### src/rtl/router_pkg.sv
// Shared constants and header helpers for the 1x3 router.
// Header byte layout: destination address in [1:0], payload length in [7:2].
package router_pkg;

    localparam int DATA_WIDTH   = 8;
    localparam int FIFO_DEPTH   = 16;
    localparam int PKT_CNT_W    = 7;

    localparam int HDR_ADDR_LSB = 0;
    localparam int HDR_ADDR_MSB = 1;
    localparam int HDR_LEN_LSB  = 2;
    localparam int HDR_LEN_MSB  = 7;

    // Bytes still to drain after a header: payload length plus the parity byte.
    function automatic logic [PKT_CNT_W-1:0] hdr_pkt_count(input logic [DATA_WIDTH-1:0] hdr);
        return PKT_CNT_W'(hdr[HDR_LEN_MSB:HDR_LEN_LSB]) + PKT_CNT_W'(1);
    endfunction

    function automatic logic [1:0] hdr_addr(input logic [DATA_WIDTH-1:0] hdr);
        return hdr[HDR_ADDR_MSB:HDR_ADDR_LSB];
    endfunction

endpackage

### src/rtl/router_fifo_if.sv
// Write/read/status bundle between router_sync, a router_fifo and its destination.
interface router_fifo_if #(
    parameter int WIDTH = router_pkg::DATA_WIDTH
);
    logic             soft_reset;
    logic             write_enb;
    logic             lfd_state;
    logic [WIDTH-1:0] data_in;
    logic             read_enb;
    logic [WIDTH-1:0] data_out;
    logic             full;
    logic             empty;
    logic             in_packet;

    modport master (
        output soft_reset, write_enb, lfd_state, data_in, read_enb,
        input  data_out, full, empty, in_packet
    );

    modport slave (
        input  soft_reset, write_enb, lfd_state, data_in, read_enb,
        output data_out, full, empty, in_packet
    );
endinterface

### src/rtl/router_fifo.sv
// Per-destination packet FIFO: stores header-tagged bytes and tracks how many
// bytes of the packet currently being drained remain unread.
module router_fifo
    import router_pkg::*;
#(
    parameter int WIDTH = DATA_WIDTH,
    parameter int DEPTH = FIFO_DEPTH
) (
    input  logic         clock,
    input  logic         reset,
    router_fifo_if.slave bus
);
    localparam int AW = $clog2(DEPTH);

    logic [WIDTH:0]         mem [DEPTH];
    logic [AW:0]            wr_ptr;
    logic [AW:0]            rd_ptr;
    logic [PKT_CNT_W-1:0]   count;
    logic [WIDTH-1:0]       data_out_q;
    logic [WIDTH:0]         rd_entry;
    logic                   full;
    logic                   empty;
    logic                   wr_acc;
    logic                   rd_acc;

    always_comb begin
        empty    = (wr_ptr == rd_ptr);
        full     = (wr_ptr[AW] != rd_ptr[AW]) && (wr_ptr[AW-1:0] == rd_ptr[AW-1:0]);
        wr_acc   = bus.write_enb && !full;
        rd_acc   = bus.read_enb && !empty;
        rd_entry = mem[rd_ptr[AW-1:0]];
    end

    // Storage has no reset; soft_reset only blocks the write of its own cycle.
    always_ff @(posedge clock) begin
        if (wr_acc && !bus.soft_reset)
            mem[wr_ptr[AW-1:0]] <= {bus.lfd_state, bus.data_in};
    end

    always_ff @(posedge clock or posedge reset) begin
        if (reset) begin
            wr_ptr     <= '0;
            rd_ptr     <= '0;
            count      <= '0;
            data_out_q <= '0;
        end else if (bus.soft_reset) begin
            wr_ptr     <= '0;
            rd_ptr     <= '0;
            count      <= '0;
            data_out_q <= '0;
        end else begin
            if (wr_acc)
                wr_ptr <= wr_ptr + (AW+1)'(1);
            if (rd_acc) begin
                rd_ptr     <= rd_ptr + (AW+1)'(1);
                data_out_q <= rd_entry[WIDTH-1:0];
                if (rd_entry[WIDTH])
                    count <= hdr_pkt_count(rd_entry[DATA_WIDTH-1:0]);
                else if (count != '0)
                    count <= count - PKT_CNT_W'(1);
            end
        end
    end

    assign bus.data_out  = data_out_q;
    assign bus.full      = full;
    assign bus.empty     = empty;
    assign bus.in_packet = (count != '0);

endmodule

### src/flat_wrapper.sv
// flat-port wrapper written by rule: the top's interface ports become plain ports
module router_fifo_flat import router_pkg::*;
#(
    parameter int WIDTH = DATA_WIDTH,
    parameter int DEPTH = FIFO_DEPTH
)
  (clock, reset, bus_soft_reset, bus_write_enb, bus_lfd_state, bus_data_in, bus_read_enb, bus_data_out, bus_full, bus_empty, bus_in_packet);
  router_fifo_if #(.WIDTH(WIDTH)) bus_i ();
  input  logic clock;
  input  logic reset;
  input wire logic [$bits(bus_i.soft_reset)-1:0] bus_soft_reset;
  input wire logic [$bits(bus_i.write_enb)-1:0] bus_write_enb;
  input wire logic [$bits(bus_i.lfd_state)-1:0] bus_lfd_state;
  input wire logic [$bits(bus_i.data_in)-1:0] bus_data_in;
  input wire logic [$bits(bus_i.read_enb)-1:0] bus_read_enb;
  output wire logic [$bits(bus_i.data_out)-1:0] bus_data_out;
  output wire logic [$bits(bus_i.full)-1:0] bus_full;
  output wire logic [$bits(bus_i.empty)-1:0] bus_empty;
  output wire logic [$bits(bus_i.in_packet)-1:0] bus_in_packet;
  assign bus_i.soft_reset = bus_soft_reset;
  assign bus_i.write_enb = bus_write_enb;
  assign bus_i.lfd_state = bus_lfd_state;
  assign bus_i.data_in = bus_data_in;
  assign bus_i.read_enb = bus_read_enb;
  assign bus_data_out = bus_i.data_out;
  assign bus_full = bus_i.full;
  assign bus_empty = bus_i.empty;
  assign bus_in_packet = bus_i.in_packet;
  router_fifo #(.WIDTH(WIDTH), .DEPTH(DEPTH)) u_core (.clock(clock), .reset(reset), .bus(bus_i));
endmodule
### config.mk
export PLATFORM = sky130hd
export DESIGN_NAME = router_fifo_flat
export DESIGN_NICKNAME = d
export VERILOG_FILES = /design/src/rtl/router_pkg.sv /design/src/rtl/router_fifo_if.sv /design/src/rtl/router_fifo.sv /design/src/flat_wrapper.sv
export SDC_FILE = /design/constraint.sdc
export NUM_CORES = 1
export LEC_CHECK = 0
export CORE_MARGIN = 8
export CORE_UTILIZATION = 57
export CTS_BUF_LIST = sky130_fd_sc_hd__clkbuf_4 sky130_fd_sc_hd__clkbuf_8
export CTS_CLUSTER_SIZE = 14
export DETAILED_ROUTE_END_ITERATION = 8
export PLACE_DENSITY = 0.87
export REMOVE_ABC_BUFFERS = 1
export SLEW_MARGIN = 5
export SYNTH_ARGS = -nofsm -noshare
export SYNTH_HDL_FRONTEND = slang
export SYNTH_SLANG_ARGS = --single-unit
export TNS_END_PERCENT = 1
### constraint.sdc
create_clock -name clock -period 2.33 [get_ports clock]
set_input_delay 0.5825 -clock clock [delete_from_list [all_inputs] [get_ports clock]]
set_output_delay 0.5825 -clock clock [all_outputs]
set_load 0.01 [all_outputs]
==> impl_metrics.toml, run 1 <==
[setup_path]
r2r_setup_slack_ps = -160
crit_type = "flip-flop to flip-flop"
cp.arrival_ps = 2830
worst_setup_path_end_kind = "flip-flop"
cp_max_fo = 6
r2r_cells = 10
start_kind = "flip-flop"
required_ps = 2670

[yosys]
yosys.area.top_type = "edfxtp_1"
synth_area_sq_mm = 0.00713
ys_top_cells_by_area = "edfxtp_1, mux4_2, dfrtp_1"
avgSynthCellArea_sq_um = 17.5
async_reset_ff_share_pct = 14.8
yosysWarnings = 0
synth_top_cell_area_share_pct = 60.7
yosysUniqueCellTypes = 48
syn_inst = 407
ys_seq_area_share_pct = 69.5
synthFlopType = "edfxtp_1"
synth-seq-cells = 169
synth_edf_count = 144

[power_and_ir_drop]
ir_drop_uv = 515
total_leakage_power_uw = 0.00298
powerDensity_mw_per_mm2 = 826
p_total_uw = 7160

[global_routing]
overflow = 0
grt_max_degree = 27
grt_pass1_wl_mm = 25.3
grt_pass1_vias = 4295
grt_antenna_before_repair = 1
grt_usage_pct = 21.1

[sta]
finClkSkew_ps = 14.1
setup-tns-final_ps = -3010
hold_viol = 0
finalSetupViolCount = 54
slew-limit-headroom_pct = 55.0
timing.final.crit_share_pct = 107
tightestPinTransition_ps = 672
max_freq_mhz = 402
fin_ws_ps = -160
period_minus_slack_ps = 2490
maxSlewViolCount = 0
holdWs_ps = 480
rsz0062_at_grt = "true"

[drt]
drc = 0
wl_mm = 16.5
antenna_left = 0
avgRoutedWirePerCell_um = 23.9
drt-met1-wl_mm = 6.31
drt_iter0_drc = 454
firstDrtPassIters = 6
dr.max_layer_used = "met5"
vias_per_cell = 6.17
vias = 4248
route.met2.wl_mm = 8.08
dr_wl_met3_mm = 1.44

[floorplan]
die_area_sq_mm = 0.0163
core_sq_mm = 0.0124
die_width_um = 128
start_util_pct = 57.4
dieHeight_um = 128
boundaryPins = 25
rows = 41

[placed_design]
place_inst = 646
gp_congestion = 0.856
port_buffers = 24
dpl_cell_area_sq_mm = 0.00805
hpwl_mm = 11.0

[clock_tree]
clkLatencyLatePin_ps = 450
cts_buffers = 17
cts.root.buffer_cell = "clkbuf_8"
ctsHoldBuffers = 0
cts_tree = "done"
cts.sinks = 169
clk_pin_slew_ps = 90
h-tree-depth = 4
clockBufferDepth = 2

[final_layout]
nNetsFinal = 525
area_delta_synth_final_pct = 21.8
layout.cells.non_filler = 689
drive_gt1_share_pct = 33.3
fin_area_sq_mm = 0.00868
diodes = 0

[min_path]
hp-class = "input port to async pin"

[run]
drv_cap = 0

[status]
violations = "setup timing"
status = "finished with violations"
## flip-flops by register name, indices dropped and copies added, names as in the netlist
register and cells:
u_core.bus.data_out 8, u_core.count 7, u_core.mem 144, u_core.rd_ptr 5, u_core.wr_ptr 5
## cells in the final DEF (no fill, tap or decap), types with 4 or more instances in the layout
| cell | count |
|---|---|
| mux2i_1 | 5 |
| mux4_1 | 6 |
| and2_1 | 12 |
| nor2_1 | 27 |
| clkinv_4 | 4 |
| nand3_1 | 5 |
| clkbuf_8 | 17 |
| nand4_1 | 5 |
| inv_1 | 10 |
| a21oi_1 | 12 |
| xor2_1 | 7 |
| buf_4 | 55 |
| edfxtp_1 | 144 |
| clkdlybuf4s50_1 | 21 |
| clkinvlp_4 | 4 |
| nand2_1 | 20 |
| o21ai_0 | 4 |
| xnor2_1 | 10 |
| mux4_2 | 35 |
| dfrtp_1 | 23 |
| buf_6 | 8 |
| inv_6 | 5 |
| ha_1 | 6 |
| buf_12 | 12 |
## metal layers
layer	up-vias	track usage, %
met2	247	33.5
li1	1793	-
met4	2	9.79
met3	63	6.36
met1	2143	26.2
met5	-	0
## report_power, final
group | switching, uW | internal (uW)
sequential | 80.2 | 3360
clock | 1100 | 863
combinational | 844 | 918
total | 2020 | 5140
## cell usage after synthesis, types with 8 or more instances
library cell  instances
inv_1                10
mux4_2               32
nand2_1              21
dfrtp_1              25
mux4_1                8
xor2_1                8
nor2_1               27
edfxtp_1            144
xnor2_1              10
and2_1               13
a21oi_1              13
clkbuf_1              8
## worst paths after layout
check                                                    from                            endpoint
min in group clock         u_core.bus.data_out[5]$_DFFE_PP0P_  u_core.bus.data_out[5]$_DFFE_PP0P_
min reg2reg                u_core.bus.data_out[5]$_DFFE_PP0P_  u_core.bus.data_out[5]$_DFFE_PP0P_
max reg2reg                      u_core.rd_ptr[0]$_DFFE_PP0P_         u_core.count[1]$_DFFE_PP0P_
max                              u_core.rd_ptr[0]$_DFFE_PP0P_         u_core.count[1]$_DFFE_PP0P_
min                                                     reset        u_core.rd_ptr[4]$_DFFE_PP0P_
max in group asynchronous                               reset        u_core.rd_ptr[0]$_DFFE_PP0P_
## stage by stage
step | worst slack [ps] | utilization, %
2_1_floorplan | -1300 | -
3_3_place_gp | -264 | 64.9
3_5_place_dp | -339 | 64.9
4_1_cts | -114 | 69.6
5_1_grt | -225 | 69.9
6_report | -160 | 69.9
## worst max-delay path, stage by stage (launching register included)
cell and delay (ps):
dfrtp_2 460, buf_12 160, mux4_2 540, and2_4 180
o21ba_4 190, or2_4 250, ha_4 240, nand2_2 70
o31ai_2 50, a22oi_1 180, nor2_1 70
## logic make-up (layout without fill, tap and decap cells)
logic type | Yosys count | in the layout | share of synthesized area [%]
DFF | 169 | 169 | 69.5
and+or+nand+nor | 95 | 95 | 6.73
muxes | 48 | 49 | 14.2
AOI/OAI and AO/OA | 38 | 38 | 3.48
buffers and inverters | 32 | 141 | 2.69
xor gates and xnor gates | 18 | 18 | 2.21
adders and majority gates | 7 | 7 | 1.23
## repair_timing
action / CTS / global route
pin swaps: 7 / 11
resized for setup: 35 / 15
setup buffers: 8 / 2
endpoints found under the setup margin: 60 / 122
cloned: 2 / 0
endpoints found under the hold margin: 0 / 0
## layout make-up
cell class / count / area (sq um)
Clock buffer: 17 / 234
Clock inverter: 15 / 144
Fill cell: 756 / 3740
Inverter: 10 / 37.5
Multi-Input combinational cell: 207 / 2110
Sequential cell: 169 / 4950
Tap cell: 172 / 215
Timing Repair Buffer: 99 / 985
(Power assumes the default switching activity.)
==> run 2, diff against run 1 <==
CORE_UTILIZATION = 56   (was 57)
PLACE_DENSITY = 0.86   (was 0.87)
==> impl_metrics.toml, run 2 (same netlist as run 1, synthesis figures left out) <==
[sta]
finalSetupViolCount = 19
finClkSkew_ps = 16.6
rsz0062_at_grt = "true"
holdWs_ps = 480
tightestPinTransition_ps = 552
fin_ws_ps = -203
hold_viol = 0
timing.final.crit_share_pct = 109
maxSlewViolCount = 0
slew-limit-headroom_pct = 63.1
max_freq_mhz = 395
period_minus_slack_ps = 2530

[clock_tree]
cts.sinks = 169
cts.root.buffer_cell = "clkbuf_8"
clkLatencyLatePin_ps = 460
ctsHoldBuffers = 0
h-tree-depth = 4
clk_pin_slew_ps = 100
cts_tree = "done"
cts_buffers = 17
clockBufferDepth = 2

[placed_design]
dpl_cell_area_sq_mm = 0.00804
hpwl_mm = 10.4
gp_congestion = 0.856
port_buffers = 24

[drt]
firstDrtPassIters = 4
wl_mm = 16.2
drc = 0
antenna_left = 0
drt_iter0_drc = 376
vias_per_cell = 5.92
avgRoutedWirePerCell_um = 23.4
vias = 4092

[setup_path]
r2r_cells = 9
worst_setup_path_end_kind = "flip-flop"
path_cells = "buf_8 -> buf_8 -> buf_4 -> mux4_2 -> mux2i_1 -> mux2i_1 -> nand3_1 -> or2_2 -> a221o_1"
required_ps = 2670
max_stage_delay_ps = 450
cp.arrival_ps = 2880
start_kind = "flip-flop"
r2r_setup_slack_ps = -200
timing.rr.start = "u_core.rd_ptr[0]$_DFFE_PP0P_"
cp_max_fo = 8
slowest_stage = "dfrtp_2"
crit_type = "flip-flop to flip-flop"
r2r_end = "u_core.count[5]$_DFFE_PP0P_"

[global_routing]
grt_pass1_vias = 4293
overflow = 0
grt_antenna_before_repair = 0
grt_max_degree = 27
grt_usage_pct = 20.9
grt_pass1_wl_mm = 25.2

[final_layout]
nNetsFinal = 527
nFillCells = 774
final_common_cell = "edfxtp_1"
fin_area_sq_mm = 0.00873
diodes = 0
layout_common_cells = "edfxtp_1, buf_4, mux4_2"
area_delta_synth_final_pct = 22.5
largest_reg_flops = 144
drive_gt1_share_pct = 34.9

[floorplan]
core_sq_mm = 0.0125
rows = 41
start_util_pct = 56.9
dieHeight_um = 129
die_width_um = 129
die_area_sq_mm = 0.0166
boundaryPins = 25

[power_and_ir_drop]
total_leakage_power_uw = 0.00300
ir_drop_uv = 516
powerDensity_mw_per_mm2 = 851

[status]
status = "finished with violations"
violations = "setup timing"

[run]
drv_cap = 0

[min_path]
hp-class = "input port to async pin"
run 2: through the flow:
stage	util, %	instances	TNS (ps)	power (uW)	setup WS (ps)
after floorplan	-	385	-150190	4330	-1300
after global placement	64.2	646	-4860	4940	-195
after detailed placement	64.2	646	-9700	4990	-269
after CTS	69.2	691	-706	7390	-134
after global routing	69.7	691	-4920	7700	-259
final	69.7	691	-1050	7420	-203
run 2: worst max-delay path, delay by kind of cell, from the launching register on:
family                 cells  cell delay (ps)
AND/OR/NAND/NOR            2              470
buffers and inverters      3              450
AO/OA/AOI/OAI              1              300
flip-flops                 1              450
multiplexers               3              760
run 2: how the worst max path moves through the flow:
stage                                       from                          end  slack [ps]  cells past startpoint
finish              u_core.rd_ptr[0]$_DFFE_PP0P_  u_core.count[5]$_DFFE_PP0P_        -200                      9
global route        u_core.rd_ptr[0]$_DFFE_PP0P_  u_core.count[5]$_DFFE_PP0P_        -260                      9
CTS                 u_core.rd_ptr[0]$_DFFE_PP0P_  u_core.count[5]$_DFFE_PP0P_        -130                      7
detailed placement  u_core.rd_ptr[0]$_DFFE_PP0P_  u_core.count[0]$_DFFE_PP0P_        -270                      6
global placement    u_core.rd_ptr[0]$_DFFE_PP0P_  u_core.count[0]$_DFFE_PP0P_        -190                      6
floorplan           u_core.rd_ptr[0]$_DFFE_PP0P_  u_core.count[2]$_DFFE_PP0P_       -1300                      8
run 2: report_power, final:
group	switching (uW)	internal [uW]	leakage, uW
logic	856	931	0.00116
registers	77.1	3360	0.00164
clock network	1120	1090	0.000210
run 2: cell type report:
cell class	count	area, sq um	area share (%)
clock buffers	17	234	2.68
clock inverters	15	186	2.14
inverters	10	37.5	0.430
multi-input cells	207	2120	24.3
flip-flops and latches	169	4950	56.8
well taps	172	215	2.47
repair buffers	101	977	11.2
run 2: repair_timing:
action,in CTS,in global routing
endpoints found under the setup margin,156,145
pin swaps,12,6
gates cloned,1,0
resized for setup,43,22
endpoints found under the hold margin,0,0
buffers inserted,13,0
run 2: layer usage:
layer,wire [um],global-route usage (%),vias to the layer above
met5,0,0,-
met4,259,9.12,0
met3,1100,5.21,22
met2,8370,34.4,141
met1,6470,26.0,2130
li1,-,-,1799
==> run 3, diff against run 2 <==
GPL_TIMING_DRIVEN = 0   (was default)
==> impl_metrics.toml, run 3 (same netlist as run 1, synthesis figures left out) <==
[sta]
finClkSkew_ps = 19.1
maxSlewViolCount = 0
fin_ws_ps = -271
period_minus_slack_ps = 2600
holdWs_ps = 527
timing.final.crit_share_pct = 112
slew-limit-headroom_pct = 24.7
max_freq_mhz = 384
tightestPinTransition_ps = 1130
rsz0062_at_grt = "true"
hold_viol = 0
finalSetupViolCount = 56

[floorplan]
die_width_um = 129
dieHeight_um = 129
core_sq_mm = 0.0125
boundaryPins = 25
die_area_sq_mm = 0.0166
rows = 41
start_util_pct = 56.9

[clock_tree]
clkLatencyLatePin_ps = 450
cts.sinks = 169
ctsHoldBuffers = 0
cts.root.buffer_cell = "clkbuf_8"
cts_buffers = 17
clk_pin_slew_ps = 90
h-tree-depth = 4
clockBufferDepth = 2
cts_tree = "done"

[global_routing]
grt_antenna_before_repair = 0
overflow = 0
grt_pass1_vias = 4130
grt_max_degree = 30
grt_usage_pct = 20.4
grt_pass1_wl_mm = 24.3

[drt]
wl_mm = 16.3
antenna_left = 0
vias_per_cell = 6.32
drt_iter0_drc = 506
firstDrtPassIters = 7
vias = 4023
drc = 1
avgRoutedWirePerCell_um = 25.6

[final_layout]
nFillCells = 806
fin_area_sq_mm = 0.00836
layout_common_cells = "edfxtp_1, mux4_2, nor2_1"
nNetsFinal = 473
drive_gt1_share_pct = 30.3
diodes = 0
area_delta_synth_final_pct = 17.3
final_common_cell = "edfxtp_1"
largest_reg_flops = 144

[setup_path]
required_ps = 2430
cp.arrival_ps = 2700
r2r_end = "u_core.mem[4][8]$_DFFE_PP_"
r2r_cells = 7
start_kind = "flip-flop"
worst_setup_path_end_kind = "flip-flop"
cp_max_fo = 9
crit_type = "flip-flop to flip-flop"
r2r_setup_slack_ps = -270
timing.rr.start = "u_core.rd_ptr[0]$_DFFE_PP0P_"

[run]
drv_cap = 0

[placed_design]
port_buffers = 24
gp_congestion = 0.791
dpl_cell_area_sq_mm = 0.00745
hpwl_mm = 8.35

[status]
violations = "DRC, setup timing"
status = "finished with violations"

[power_and_ir_drop]
total_leakage_power_uw = 0.00275
ir_drop_uv = 394
powerDensity_mw_per_mm2 = 869

[min_path]
worstHoldStart = "u_core.bus.data_out[7]$_DFFE_PP0P_"
hp-class = "flip-flop to flip-flop"
holdPathEnd = "u_core.bus.data_out[7]$_DFFE_PP0P_"
min_delay_path_depth = 2
-- run 3: where the power goes --
part	internal (uW)	leakage, uW	switching (uW)
clock network	1080	0.000209	1060
registers	3360	0.00163	96.2
logic	829	0.000909	833
-- run 3: critical path, cell delays in order, from the launching register on --
cell      delay (ps)
dfrtp_4          550
buf_4            170
xnor2_1          110
nand4_1          220
o21ai_4          130
nor2_1           190
nand3b_1         380
nor2_4           490
-- run 3: per-stage QoR --
step	std cells	power, uW	setup slack, ps	setup TNS [ps]	util [%]
2_1_floorplan	385	4330	-1300	-150190	-
3_3_place_gp	581	4670	-2120	-317500	59.3
3_5_place_dp	582	4720	-1130	-145850	59.5
4_1_cts	633	7150	-207	-10900	65.7
5_1_grt	637	7540	-327	-16850	66.8
6_report	637	7270	-271	-7280	66.8
-- run 3: layer usage --
metal	routed length, um	global-route usage (%)
met3	1410	5.17
met2	8220	32.9
met4	369	9.33
met1	6290	25.6
met5	0	0
-- run 3: timing repair --
item                                    4_1_cts  5_1_grt
endpoints found under the setup margin      171      165
pin swaps                                    11       10
resized for setup                            60       26
buffers inserted                             16        4
cloned                                        3        0
-- run 3: worst max-delay path by stage --
| stage | from | end | slack (ps) | cells past startpoint |
|---|---|---|---|---|
| after global placement | u_core.rd_ptr[0]$_DFFE_PP0P_ | u_core.mem[4][8]$_DFFE_PP_ | -2120 | 6 |
| after global routing | u_core.rd_ptr[0]$_DFFE_PP0P_ | u_core.mem[4][3]$_DFFE_PP_ | -330 | 7 |
| after detailed placement | u_core.rd_ptr[2]$_DFFE_PP0P_ | u_core.mem[7][8]$_DFFE_PP_ | -1130 | 6 |
| final | u_core.rd_ptr[0]$_DFFE_PP0P_ | u_core.mem[4][8]$_DFFE_PP_ | -270 | 7 |
| after CTS | u_core.rd_ptr[0]$_DFFE_PP0P_ | u_core.count[2]$_DFFE_PP0P_ | -210 | 9 |
| after floorplan | u_core.rd_ptr[0]$_DFFE_PP0P_ | u_core.count[2]$_DFFE_PP0P_ | -1300 | 8 |
-- run 3: final cells by class --
type	count	area, sq um	share of cell area, %
well taps	172	215	2.58
repair buffers	47	529	6.33
clock buffers	18	241	2.89
clock inverters	14	171	2.05
inverters	10	37.5	0.449
multi-input cells	207	2200	26.3
flip-flops and latches	169	4960	59.4
